[src/rtl/debounce_pkg.sv]
`default_nettype none
// ============================================================================
//  Module      : debounce_pkg
//  Description : Shared state encoding, default timing constants and counter
//                width helper for the push-button debouncer.
//  Revision    : 1.0 - initial release
// ============================================================================
package debounce_pkg;

    localparam int DEFAULT_STABLE_CYCLES = 250000;
    localparam int DEFAULT_LONG_CYCLES   = 25000000;
    localparam bit DEFAULT_INVERT        = 1'b0;

    typedef enum logic [2:0] {
        RELEASED        = 3'd0,
        PRESS_PENDING   = 3'd1,
        PRESSED         = 3'd2,
        LONG_HELD       = 3'd3,
        RELEASE_PENDING = 3'd4
    } state_t;

    // Never return zero so a 1-cycle setting still yields a legal vector.
    function automatic int cnt_width(input int n);
        return (n > 1) ? $clog2(n) : 1;
    endfunction

endpackage
`default_nettype wire

[src/rtl/sync2_rst_n.sv]
`default_nettype none
// ============================================================================
//  Module      : sync2_rst_n
//  Description : Two-flop synchroniser, asynchronous active-low reset to 0.
//  Revision    : 1.0 - initial release
// ============================================================================
module sync2_rst_n (
    input  logic clk,
    input  logic rst_n,
    input  logic i_d,
    output logic o_q
);

    logic r_meta;
    logic r_sync;

    always_ff @(posedge clk or negedge rst_n) begin
        if (!rst_n) begin
            r_meta <= 1'b0;
            r_sync <= 1'b0;
        end else begin
            r_meta <= i_d;
            r_sync <= r_meta;
        end
    end

    assign o_q = r_sync;

endmodule
`default_nettype wire

[src/rtl/button_debounce.sv]
`default_nettype none
// ============================================================================
//  Module      : button_debounce
//  Description : Push-button debouncer with level, press/release/long-press
//                pulses and a wrapping 8-bit press counter.
//  Revision    : 1.0 - initial release
// ============================================================================
module button_debounce
    import debounce_pkg::*;
#(
    parameter int STABLE_CYCLES = DEFAULT_STABLE_CYCLES,
    parameter int LONG_CYCLES   = DEFAULT_LONG_CYCLES,
    parameter bit INVERT        = DEFAULT_INVERT
) (
    input  logic       clk,
    input  logic       rst_n,
    input  logic       btn_i,
    output logic       pressed,
    output logic       press_pulse,
    output logic       release_pulse,
    output logic       long_pulse,
    output logic       long_held,
    output logic [7:0] press_count
);

    localparam int c_cnt_w  = cnt_width(STABLE_CYCLES);
    localparam int c_hcnt_w = cnt_width(LONG_CYCLES);
    localparam logic [c_cnt_w-1:0]  c_stable_last = c_cnt_w'(STABLE_CYCLES - 1);
    localparam logic [c_hcnt_w-1:0] c_long_last   = c_hcnt_w'(LONG_CYCLES - 1);

    logic                w_btn;
    logic                w_sync;
    state_t              r_state;
    state_t              w_state_nxt;
    logic [c_cnt_w-1:0]  r_cnt;
    logic [c_cnt_w-1:0]  w_cnt_nxt;
    logic [c_hcnt_w-1:0] r_hcnt;
    logic [c_hcnt_w-1:0] w_hcnt_nxt;
    logic                w_press_evt;
    logic                w_release_evt;
    logic                w_long_evt;
    logic                r_pressed;
    logic                r_press_pulse;
    logic                r_release_pulse;
    logic                r_long_pulse;
    logic                r_long_held;
    logic [7:0]          r_press_count;

    assign w_btn = btn_i ^ INVERT;

    sync2_rst_n u_sync (
        .clk   (clk),
        .rst_n (rst_n),
        .i_d   (w_btn),
        .o_q   (w_sync)
    );

    always_comb begin
        w_state_nxt   = r_state;
        w_cnt_nxt     = r_cnt;
        w_hcnt_nxt    = r_hcnt;
        w_press_evt   = 1'b0;
        w_release_evt = 1'b0;
        w_long_evt    = 1'b0;
        case (r_state)
            RELEASED: begin
                if (w_sync) begin
                    w_state_nxt = PRESS_PENDING;
                    w_cnt_nxt   = '0;
                end
            end
            PRESS_PENDING: begin
                if (!w_sync) begin
                    w_state_nxt = RELEASED;
                    w_cnt_nxt   = '0;
                end else if (r_cnt == c_stable_last) begin
                    w_state_nxt = PRESSED;
                    w_press_evt = 1'b1;
                    w_hcnt_nxt  = '0;
                end else begin
                    w_cnt_nxt = r_cnt + 1'b1;
                end
            end
            PRESSED: begin
                if (!w_sync) begin
                    w_state_nxt = RELEASE_PENDING;
                    w_cnt_nxt   = '0;
                end else if (r_hcnt == c_long_last) begin
                    w_state_nxt = LONG_HELD;
                    w_long_evt  = 1'b1;
                end else begin
                    w_hcnt_nxt = r_hcnt + 1'b1;
                end
            end
            LONG_HELD: begin
                if (!w_sync) begin
                    w_state_nxt = RELEASE_PENDING;
                    w_cnt_nxt   = '0;
                end
            end
            RELEASE_PENDING: begin
                // A bounce resumes the hold phase it interrupted; hcnt stays frozen.
                if (w_sync) begin
                    w_state_nxt = r_long_held ? LONG_HELD : PRESSED;
                end else if (r_cnt == c_stable_last) begin
                    w_state_nxt   = RELEASED;
                    w_release_evt = 1'b1;
                    w_hcnt_nxt    = '0;
                end else begin
                    w_cnt_nxt = r_cnt + 1'b1;
                end
            end
            default: begin
                w_state_nxt = RELEASED;
                w_cnt_nxt   = '0;
                w_hcnt_nxt  = '0;
            end
        endcase
    end

    always_ff @(posedge clk or negedge rst_n) begin
        if (!rst_n) begin
            r_state         <= RELEASED;
            r_cnt           <= '0;
            r_hcnt          <= '0;
            r_pressed       <= 1'b0;
            r_press_pulse   <= 1'b0;
            r_release_pulse <= 1'b0;
            r_long_pulse    <= 1'b0;
            r_long_held     <= 1'b0;
            r_press_count   <= 8'd0;
        end else begin
            r_state         <= w_state_nxt;
            r_cnt           <= w_cnt_nxt;
            r_hcnt          <= w_hcnt_nxt;
            r_pressed       <= (w_state_nxt == PRESSED) || (w_state_nxt == LONG_HELD)
                               || (w_state_nxt == RELEASE_PENDING);
            r_press_pulse   <= w_press_evt;
            r_release_pulse <= w_release_evt;
            r_long_pulse    <= w_long_evt;
            if (w_long_evt) begin
                r_long_held <= 1'b1;
            end else if (w_release_evt) begin
                r_long_held <= 1'b0;
            end
            if (w_press_evt) begin
                r_press_count <= r_press_count + 8'd1;
            end
        end
    end

    assign pressed       = r_pressed;
    assign press_pulse   = r_press_pulse;
    assign release_pulse = r_release_pulse;
    assign long_pulse    = r_long_pulse;
    assign long_held     = r_long_held;
    assign press_count   = r_press_count;

endmodule
`default_nettype wire
[config.mk]
export PLATFORM = sky130hd
export DESIGN_NAME = button_debounce
export DESIGN_NICKNAME = d
export VERILOG_FILES = /design/src/rtl/debounce_pkg.sv /design/src/rtl/sync2_rst_n.sv /design/src/rtl/button_debounce.sv
export SDC_FILE = /design/constraint.sdc
export NUM_CORES = 1
export LEC_CHECK = 0
export CAP_MARGIN = 10
export CORE_AREA = 2 2 97 99
export CTS_CLUSTER_DIAMETER = 30
export DETAILED_ROUTE_END_ITERATION = 7
export DIE_AREA = 0 0 99 101
export SLEW_MARGIN = 25
export SYNTH_ARGS = -nofsm -noshare
export SYNTH_HDL_FRONTEND = slang
export SYNTH_HIERARCHICAL = 1
export SYNTH_SLANG_ARGS = --single-unit
export TNS_END_PERCENT = 50
[constraint.sdc]
create_clock -name clk -period 5.2 [get_ports clk]
set_input_delay 1.04 -clock clk [delete_from_list [all_inputs] [get_ports clk]]
set_output_delay 1.04 -clock clk [all_outputs]
set_load 0.1 [all_outputs]
Word level (Yosys, flattened, before mapping)
Cells that the tools add are included.
{"block": "word_totals", "reg_bits": 61, "latch_bits": 0, "mem_bits_rw": 0, "romBits": 0, "in_bits": 3, "output_inout_bits": 13, "word_cells": 70, "memories": 0}
{"block": "classes", "n_addsub": 3, "mul": 0, "n_div": 0, "n_lt_le_gt_ge": 0, "n_eq_ne": 15, "shift": 0, "n_mux": 32, "bitwise_logic": 1, "reduce_logical": 8}
{"cell": "25-bit two-way mux", "n": 5}
{"cell": "25-bit case mux with 4 select lines", "n": 1}
{"cell": "18-bit two-way mux", "n": 5}
{"cell": "18-bit case mux with 4 select lines", "n": 1}
{"cell": "25-bit by 1-bit adder with 25-bit output (second input constant)", "n": 1}
{"cell": "25-bit equality test (second input constant)", "n": 1}
{"cell": "3-bit two-way mux", "n": 8}
{"cell": "18-bit by 1-bit adder with 18-bit output (second input constant)", "n": 1}
{"cell": "18-bit equality test (second input constant)", "n": 1}
{"cell": "3-bit case mux with 5 select lines", "n": 1}
{"cell": "3-bit by 2-bit equality test with 1-bit output (second input constant)", "n": 4}
{"cell": "1-bit two-way mux", "n": 11}
{"cell": "8-bit by 1-bit adder with 8-bit output (second input constant)", "n": 1}
{"cell": "3-bit equality test (second input constant)", "n": 2}
{"cell": "2-bit by 1-bit != test with 1-bit output (second input constant)", "n": 3}
{"cell": "2-bit != test (second input constant)", "n": 3}
{"cell": "5-bit AND reduction", "n": 1}
{"cell": "2-bit OR reduction", "n": 2}
{"cell": "3-bit by 1-bit equality test with 1-bit output (second input constant)", "n": 1}
{"cell": "3-bit logical NOT", "n": 1}
{"cell": "3-bit AND reduction", "n": 1}
{"cell": "1-bit logical OR", "n": 2}
{"cell": "2-bit nonzero test", "n": 1}
{"cell": "1-bit NOT", "n": 1}

Longest topological paths before layout
Gate-level depths: netlist of the first run.
{"block": "logic_depth", "depth_word": 7, "mapped_depth": 8, "depth_no_buf": 7}

Modules after synthesis
The synthesis of the first run kept the hierarchy.
{"mod": "button_debounce", "n_inst": 1, "cells_each": 347, "area_per_inst_um2": 3249.4, "seq_area_each_um2": 1476.4}
{"mod": "sync2_rst_n", "n_inst": 1, "cells_each": 2, "area_per_inst_um2": 50.0, "seq_area_each_um2": 50.0}

Worst setup path before layout of the first run
No wires, ideal clock.
{"block": "synth_timing", "kind": "reg-to-reg", "from": "register r_hcnt[0]", "to": "register r_hcnt[24]", "setup_time_ps": 83, "arrival_time_ps": 1923, "t_required_ps": 5117, "path_slack_ps": 3195, "stages_incl_launch_ff": 9, "n_path_buf": 1, "period_less_slack_ps": 2005, "path_cell_list": "dfrtp_1 -> ha_1 -> nand4_1 -> nor4_2 -> and3_1 -> buf_2 -> nand4_1 -> or3_1 -> o21ai_0"}
{"block": "synth_between", "elab_chain_cells": 4, "elab_cells_between_ends": 7, "classes_between": "add/sub (1); eq/ne (2); mux (3); reduce/logical (1)"}
{"item": "start: declaration", "line_no": "button_debounce.sv:37", "rtl": "logic [c_hcnt_w-1:0] r_hcnt;"}
{"item": "start signal: assignment", "line_no": "button_debounce.sv:135", "rtl": "r_hcnt <= w_hcnt_nxt;"}
{"item": "25-bit by 1-bit adder with 25-bit output", "line_no": "button_debounce.sv:92", "rtl": "w_hcnt_nxt = r_hcnt + 1'b1;"}
{"item": "25-bit two-way mux", "line_no": "button_debounce.sv:88", "rtl": "end else if (r_hcnt == c_long_last) begin"}
{"item": "25-bit two-way mux", "line_no": "button_debounce.sv:85", "rtl": "if (!w_sync) begin"}
{"item": "25-bit case mux with 4 select lines", "line_no": "button_debounce.sv:65", "rtl": "case (r_state)"}
Parallel ways exist; a longest one is shown, timed or not. The select of a mux whose other input is x is not followed.
A chain may end at the register's enable or synchronous reset.

Final worst setup path of the first run
{"block": "layout_timing", "from": "register r_press_count[2] (netlist: press_count[2])", "to": "output press_count[2]"}
{"item": "start: declaration", "line_no": "button_debounce.sv:47", "rtl": "logic [7:0] r_press_count;"}
{"item": "start signal: assignment", "line_no": "button_debounce.sv:147", "rtl": "r_press_count <= r_press_count + 8'd1;"}
{"item": "end: declaration", "line_no": "button_debounce.sv:23", "rtl": "output logic [7:0] press_count"}
No word-level cell between the ends.

==> summary.txt, run 1 <==
status - finished, final reports clean
clock-pin slew on the worst setup and hold paths - 0.07 ns
I/O Pins - 16
top cell type's share of synthesized area - 46.3%
CTS Root Buffer Type - clkbuf_8
number of buffers created by CTS - 9
Post-synth ARST share - 100%
postcts setup bufs - 0
Critical Path End Type - primary output
Fmax - 336 MHz
cell family with most CP delay - buffers and inverters
metal1 wirelength - 3190 um
WS Path Type - reg -> out
CTS tree - yes
Mapped Area - 3300 um2
largest net degree at the start of global routing - 62
max_slew headroom - 34.0%
Final #Nets - 366
peak supply drop - 0.131 mV
final RePlAce weighted congestion - 0.874
row cnt - 35
Filler cells - 890
actual slew at the worst max-slew pin - 0.986 ns
# DRC - 0
Syn-to-layout area delta - 12.1%
top_reg_cell synth - dfrtp_1
core box area - 8980 um2
Design Power - 954 uW
Clock Path Buffers - 2
power per cell area - 258 nW/um2
Total Routing Usage GR - 14.7%
DR top layer - met4
syn_nets - 355
Routed Antenna Nets - 0
Mean Syn Cell Area - 9.45 um2
WP data arrival - 1.94 ns
CP max stage cell - clkdlybuf4s50_1
area leader, netlist - dfrtp_1
Slowest Stage Delay on Critical Path - 1.17 ns
RSZ-0062 raised after global routing - no
DRT Pass-1 Iters - 4
Netlist cell types - 49
most common library cells after synthesis - dfrtp_1, nor2_1, nand2_1
Post-synth EDFFs - 0
H-tree depth - 3
Final min period - 2.98 ns
Congestion Overflow GR - 0
dominant cells by area after synthesis - dfrtp_1, o21ai_0, nor2_1, xor2_1, o31ai_1
cts repair resizes - 0
HP Class - reg -> reg
vias in the first global route - 2474
first-pass GRT wire length - 11800 um
share of cells above drive strength 1 - 9.04%
critical path, cell by cell - clkdlybuf4s50_1
final WL - 6880 um
Worst Skew - 0.0110 ns
DRT iter0 DRCs - 102
Die W - 99 um
DR WL/cell - 14.5 um
die area - 10000 um2
#FFs+latches synth - 61
final critical-path share of the clock period - 57.3%
count of yosys warnings during synthesis - 6
top-count cell post-synth - dfrtp_1
# Max-Cap Violations - 0
setup tns final - 0 ns
PortBufs - 15
HPWL after detailed placement - 4630 um
wire length on met2 - 3340 um
initial antenna violation count - 0
WP buf/inv - 1
Cells after Synth - 349
vias per cell - 5.46
setup violators final - 0
critical path fanouts, max - 5
Slew Limit Fails - 0
Initial Utilization - 36.8%
# hold bufs at CTS - 0
Met3 Wirelength - 233 um
sequential area share after synthesis - 46.3%
Chip Height - 101 um
Hold Violations, Final - 0
required time of the critical path - 4.16 ns
Vias - 2598
clk_lat worst skew - 0.35 ns
CTS Sinks - 61
P_leak - 1.52 nW
Worst setup SP type - flop
Antenna Cells - 0
==> power breakdown <==
| group | switching, mW | internal, mW | total, mW |
|---|---|---|---|
| combinational | 0.0185 | 0.00727 | 0.0257 |
| clock | 0.199 | 0.247 | 0.446 |
| sequential | 0.00493 | 0.478 | 0.482 |
| total | 0.222 | 0.732 | 0.954 |
==> final timing paths <==
| kind | slack (ns) | depth (start not counted) | end | start |
|---|---|---|---|---|
| setup / recovery | 2.22 | 1 | press_count[2] | press_count[2]$_DFFE_PN0P_ |
| hold / removal | 0.35 | 0 | u_sync/o_q$_DFF_PN0_ | u_sync/r_meta$_DFF_PN0_ |
| setup reg to reg | 2.61 | 6 | r_hcnt[24]$_DFFE_PN0P_ | r_state[1]$_DFF_PN0_ |
| hold reg to reg | 0.35 | 0 | u_sync/o_q$_DFF_PN0_ | u_sync/r_meta$_DFF_PN0_ |
| max in group asynchronous | 3.83 | 2 | r_state[0]$_DFF_PN0_ | rst_n |
| min in group asynchronous | 0.83 | 2 | r_hcnt[3]$_DFFE_PN0P_ | rst_n |
==> cells in the final DEF (no fill, tap or decap), types with 13 or more instances in the layout <==
master	Yosys	layout
a21oi_1	14	14
dfrtp_1	61	61
clkdlybuf4s50_1	0	14
xor2_1	15	15
o31ai_1	17	17
o21ai_0	30	30
nand4_1	13	13
nand3_1	17	17
nand2_1	32	32
nor2_1	35	34
==> layout make-up <==
type                            count  area, um2  area share, %
Inverter                            5       18.8          0.508
Sequential cell                    61       1530           41.3
Clock inverter                      5       58.8           1.59
Tap cell                          111        139           3.76
Clock buffer                       11        151           4.09
Multi-Input combinational cell    267       1650           44.6
Timing Repair Buffer               16        153           4.13
==> routing by layer <==
| layer | vias to the layer above | track usage [%] |
|---|---|---|
| met5 | - | 0 |
| met4 | 0 | 5.69 |
| met3 | 8 | 3.74 |
| met2 | 26 | 24.2 |
| met1 | 1270 | 18.7 |
| li1 | 1294 | - |
==> stage by stage <==
| step | cells | util, % | hold slack (ns) | cell area, um2 | setup WS (ns) |
|---|---|---|---|---|---|
| floorplan | 349 | - | 0.331 | 3300 | 3.19 |
| global placement | 460 | 38.8 | 0.333 | 3480 | 2.61 |
| detailed placement | 460 | 38.8 | 0.340 | 3480 | 2.58 |
| CTS | 476 | 41.2 | 0.356 | 3690 | 2.20 |
| global route | 476 | 41.2 | 0.368 | 3700 | 2.16 |
| finish | 476 | 41.2 | 0.355 | 3700 | 2.22 |
==> registers in the layout, indices dropped and copies added (netlist names) <==
signal	count
u_sync/o_q	1
release_pulse	1
u_sync/r_meta	1
press_count	8
long_held	1
press_pulse	1
r_hcnt	25
r_state	3
long_pulse	1
r_cnt	18
pressed	1
==> cell families (layout without fill, tap and decap cells) <==
kind of cell / after synthesis / count (layout) / synth area share (%)
compound gates: 77 / 77 / 14.4
xor+xnor: 22 / 22 / 5.84
fa+ha+maj: 3 / 3 / 1.14
buf+inv: 21 / 37 / 3.79
flops: 61 / 61 / 46.3
mux: 2 / 2 / 0.645
simple gates: 163 / 163 / 27.9
Power figures use the tool's default switching activity.
==> run 2, diff against run 1 <==
==> constraint.sdc (replaced) <==
create_clock -name clk -period 2.9 [get_ports clk]
set_input_delay 0.58 -clock clk [delete_from_list [all_inputs] [get_ports clk]]
set_output_delay 0.58 -clock clk [all_outputs]
set_load 0.1 [all_outputs]
==> run 2 against run 1 <==
Net effect: non-clock buffer count up 5; utilization down 0.24 points; clock skew down 0.0030 ns; register-to-register slack worse by 2.2 ns.
==> summary.txt, run 2 (synthesized netlist as in run 1, its figures left out) <==
# Max-Cap Violations - 0 (unchanged)
vias in the first global route - 2476 (+0.081%)
RSZ-0062 raised after global routing - no
setup tns final - 0 ns (unchanged)
# hold bufs at CTS - 0 (unchanged)
Final #Nets - 371 (+1.4%)
setup violators final - 0 (unchanged)
Finished Cell Area - 3680 um2 (-0.58%)
status - finished, final reports clean
number of flip-flops under the largest register name - 25 (unchanged)
Total Routing Usage GR - 15.0% (+0.29 points)
R2R Setup Slk - 0.44 ns (-2.17 ns)
Worst Skew - 0.00804 ns (-0.00298 ns)
WS Path Type - reg -> reg
initial antenna violation count - 0 (unchanged)
WP data arrival - 2.67 ns (+0.73 ns)
PortBufs - 15 (unchanged)
HP Class - in -> async
cts repair resizes - 0 (unchanged)
Final Util - 40.9% (-0.24 points)
final RePlAce weighted congestion - 0.854 (-2.2%)
commonest non-fill, non-tap cell in the layout - dfrtp_1
Antenna Cells - 0 (unchanged)
share of cells above drive strength 1 - 12.2% (+3.1 points)
HPWL after detailed placement - 4870 um (+5.3%)
critical path fanouts, max - 14 (+9)
Fmax - 407 MHz
actual slew at the worst max-slew pin - 0.672 ns (-0.314 ns)
Clock Path Buffers - 2 (unchanged)
Critical Path End Type - flop
I/O Pins - 16 (unchanged)
peak supply drop - 0.231 mV (+77%)
Slowest Stage Delay on Critical Path - 0.57 ns (-0.60 ns)
vias per cell - 5.40 (-1.0%)
Final min period - 2.46 ns
die area - 10000 um2 (unchanged)
Top reg by flops - r_hcnt
r2r startpoint - r_state[2]$_DFF_PN0_
required time of the critical path - 3.12 ns (-1.04 ns)
Slew Limit Fails - 0 (unchanged)
Routed Antenna Nets - 0 (unchanged)
Syn-to-layout area delta - 11.4%
DRT iter0 DRCs - 131 (+28%)
H-tree depth - 3 (unchanged)
# DRC - 0 (unchanged)
number of buffers created by CTS - 9 (unchanged)
Reg-to-Reg End - r_hcnt[24]$_DFFE_PN0P_
largest net degree at the start of global routing - 36 (-42%)
clk_lat worst skew - 0.34 ns (about the same)
Chip Height - 101 um (unchanged)
Design Power - 1.65 mW (+73%)
worst r2r path cells - 6 (unchanged)
first-pass GRT wire length - 12000 um (+1.5%)
area of placed instances - 3490 um2 (+0.14%)
commonest non-fill, non-tap cells in the layout - dfrtp_1, nor2_1, nand2_1
critical path, cell by cell - nor3b_4, nand4_1, or4_1, nand2b_1, or3_1, o21ai_0
Initial Utilization - 36.8% (unchanged)
Congestion Overflow GR - 0 (unchanged)
CP max stage cell - or4_1
P_leak - 1.56 nW (+2.8%)
final critical-path share of the clock period - 84.7%
CTS Root Buffer Type - clkbuf_8
core box area - 8980 um2 (unchanged)
final WL - 6880 um (about the same)
CTS tree - yes
Die W - 99 um (unchanged)
row cnt - 35 (unchanged)
DR WL/cell - 14.3 um (-1.1%)
power per cell area - 448 nW/um2 (+74%)
max_slew headroom - 54.8% (+21 points)
postcts setup bufs - 0 (unchanged)
DRT Pass-1 Iters - 4 (unchanged)
Worst setup SP type - flop
clock-pin slew on the worst setup and hold paths - 0.06 ns (about the same)
final hold slack - 0.240 ns (-0.114 ns)
Hold Violations, Final - 0 (unchanged)
CTS Sinks - 61 (unchanged)
Vias - 2599 (+0.038%)
## run 2: changes by cell type in the layout (fill, tap and decap cells not counted), moves of 2 or more
cell             change
clkdlybuf4s50_1     -13
buf_4               +18
clkbuf_1             +5
clkinvlp_4           -2
## run 2: cell type report
type                       count  area (um2)
clock inverter                 1        30.0
multi-input combinational    267        1650
tap                          111         139
sequential                    61        1530
timing repair buffer          21         158
clock buffer                  15         156
fill                         890        5300
inverter                       5        18.8
## run 2: routing by layer
layer	vias to the layer above	global-route usage, %	share of wire (%)
met2	43	23.0	46
met5	-	0	0
li1	1296	-	-
met1	1246	20.1	48
met4	0	5.69	1.9
met3	14	4.58	3.8
## run 2: report_power, final
group,switching (mW),internal (mW),total [mW]
clock network,0.309,0.423,0.732
logic,0.0335,0.0159,0.0494
registers,0.00903,0.857,0.866
total,0.352,1.30,1.65
## run 2: worst max path at each step
stage | slack (ns) | start | cells past startpoint | endpoint
after floorplan | 0.89 | r_hcnt[0]$_DFFE_PN0P_ | 8 | r_hcnt[24]$_DFFE_PN0P_
after global placement | 0.53 | r_state[2]$_DFF_PN0_ | 6 | r_hcnt[24]$_DFFE_PN0P_
after detailed placement | 0.45 | r_state[2]$_DFF_PN0_ | 6 | r_hcnt[24]$_DFFE_PN0P_
after CTS | 0.44 | r_state[2]$_DFF_PN0_ | 6 | r_hcnt[24]$_DFFE_PN0P_
after global routing | 0.21 | r_state[2]$_DFF_PN0_ | 6 | r_hcnt[24]$_DFFE_PN0P_
final | 0.44 | r_state[2]$_DFF_PN0_ | 6 | r_hcnt[24]$_DFFE_PN0P_
## run 2: worst max-delay path, delay by kind of cell, from the launching register on
| family | cells | cell delay [ns] |
|---|---|---|
| simple gates | 5 | 1.73 |
| flops | 1 | 0.53 |
| compound gates | 1 | 0.07 |
## run 2: per-stage QoR
| stage | std cells | setup WS (ns) |
|---|---|---|
| after detailed placement | 465 | 0.454 |
| after CTS | 481 | 0.444 |
| after global placement | 465 | 0.531 |
| after floorplan | 349 | 0.895 |
| final | 481 | 0.445 |
| after global routing | 481 | 0.212 |
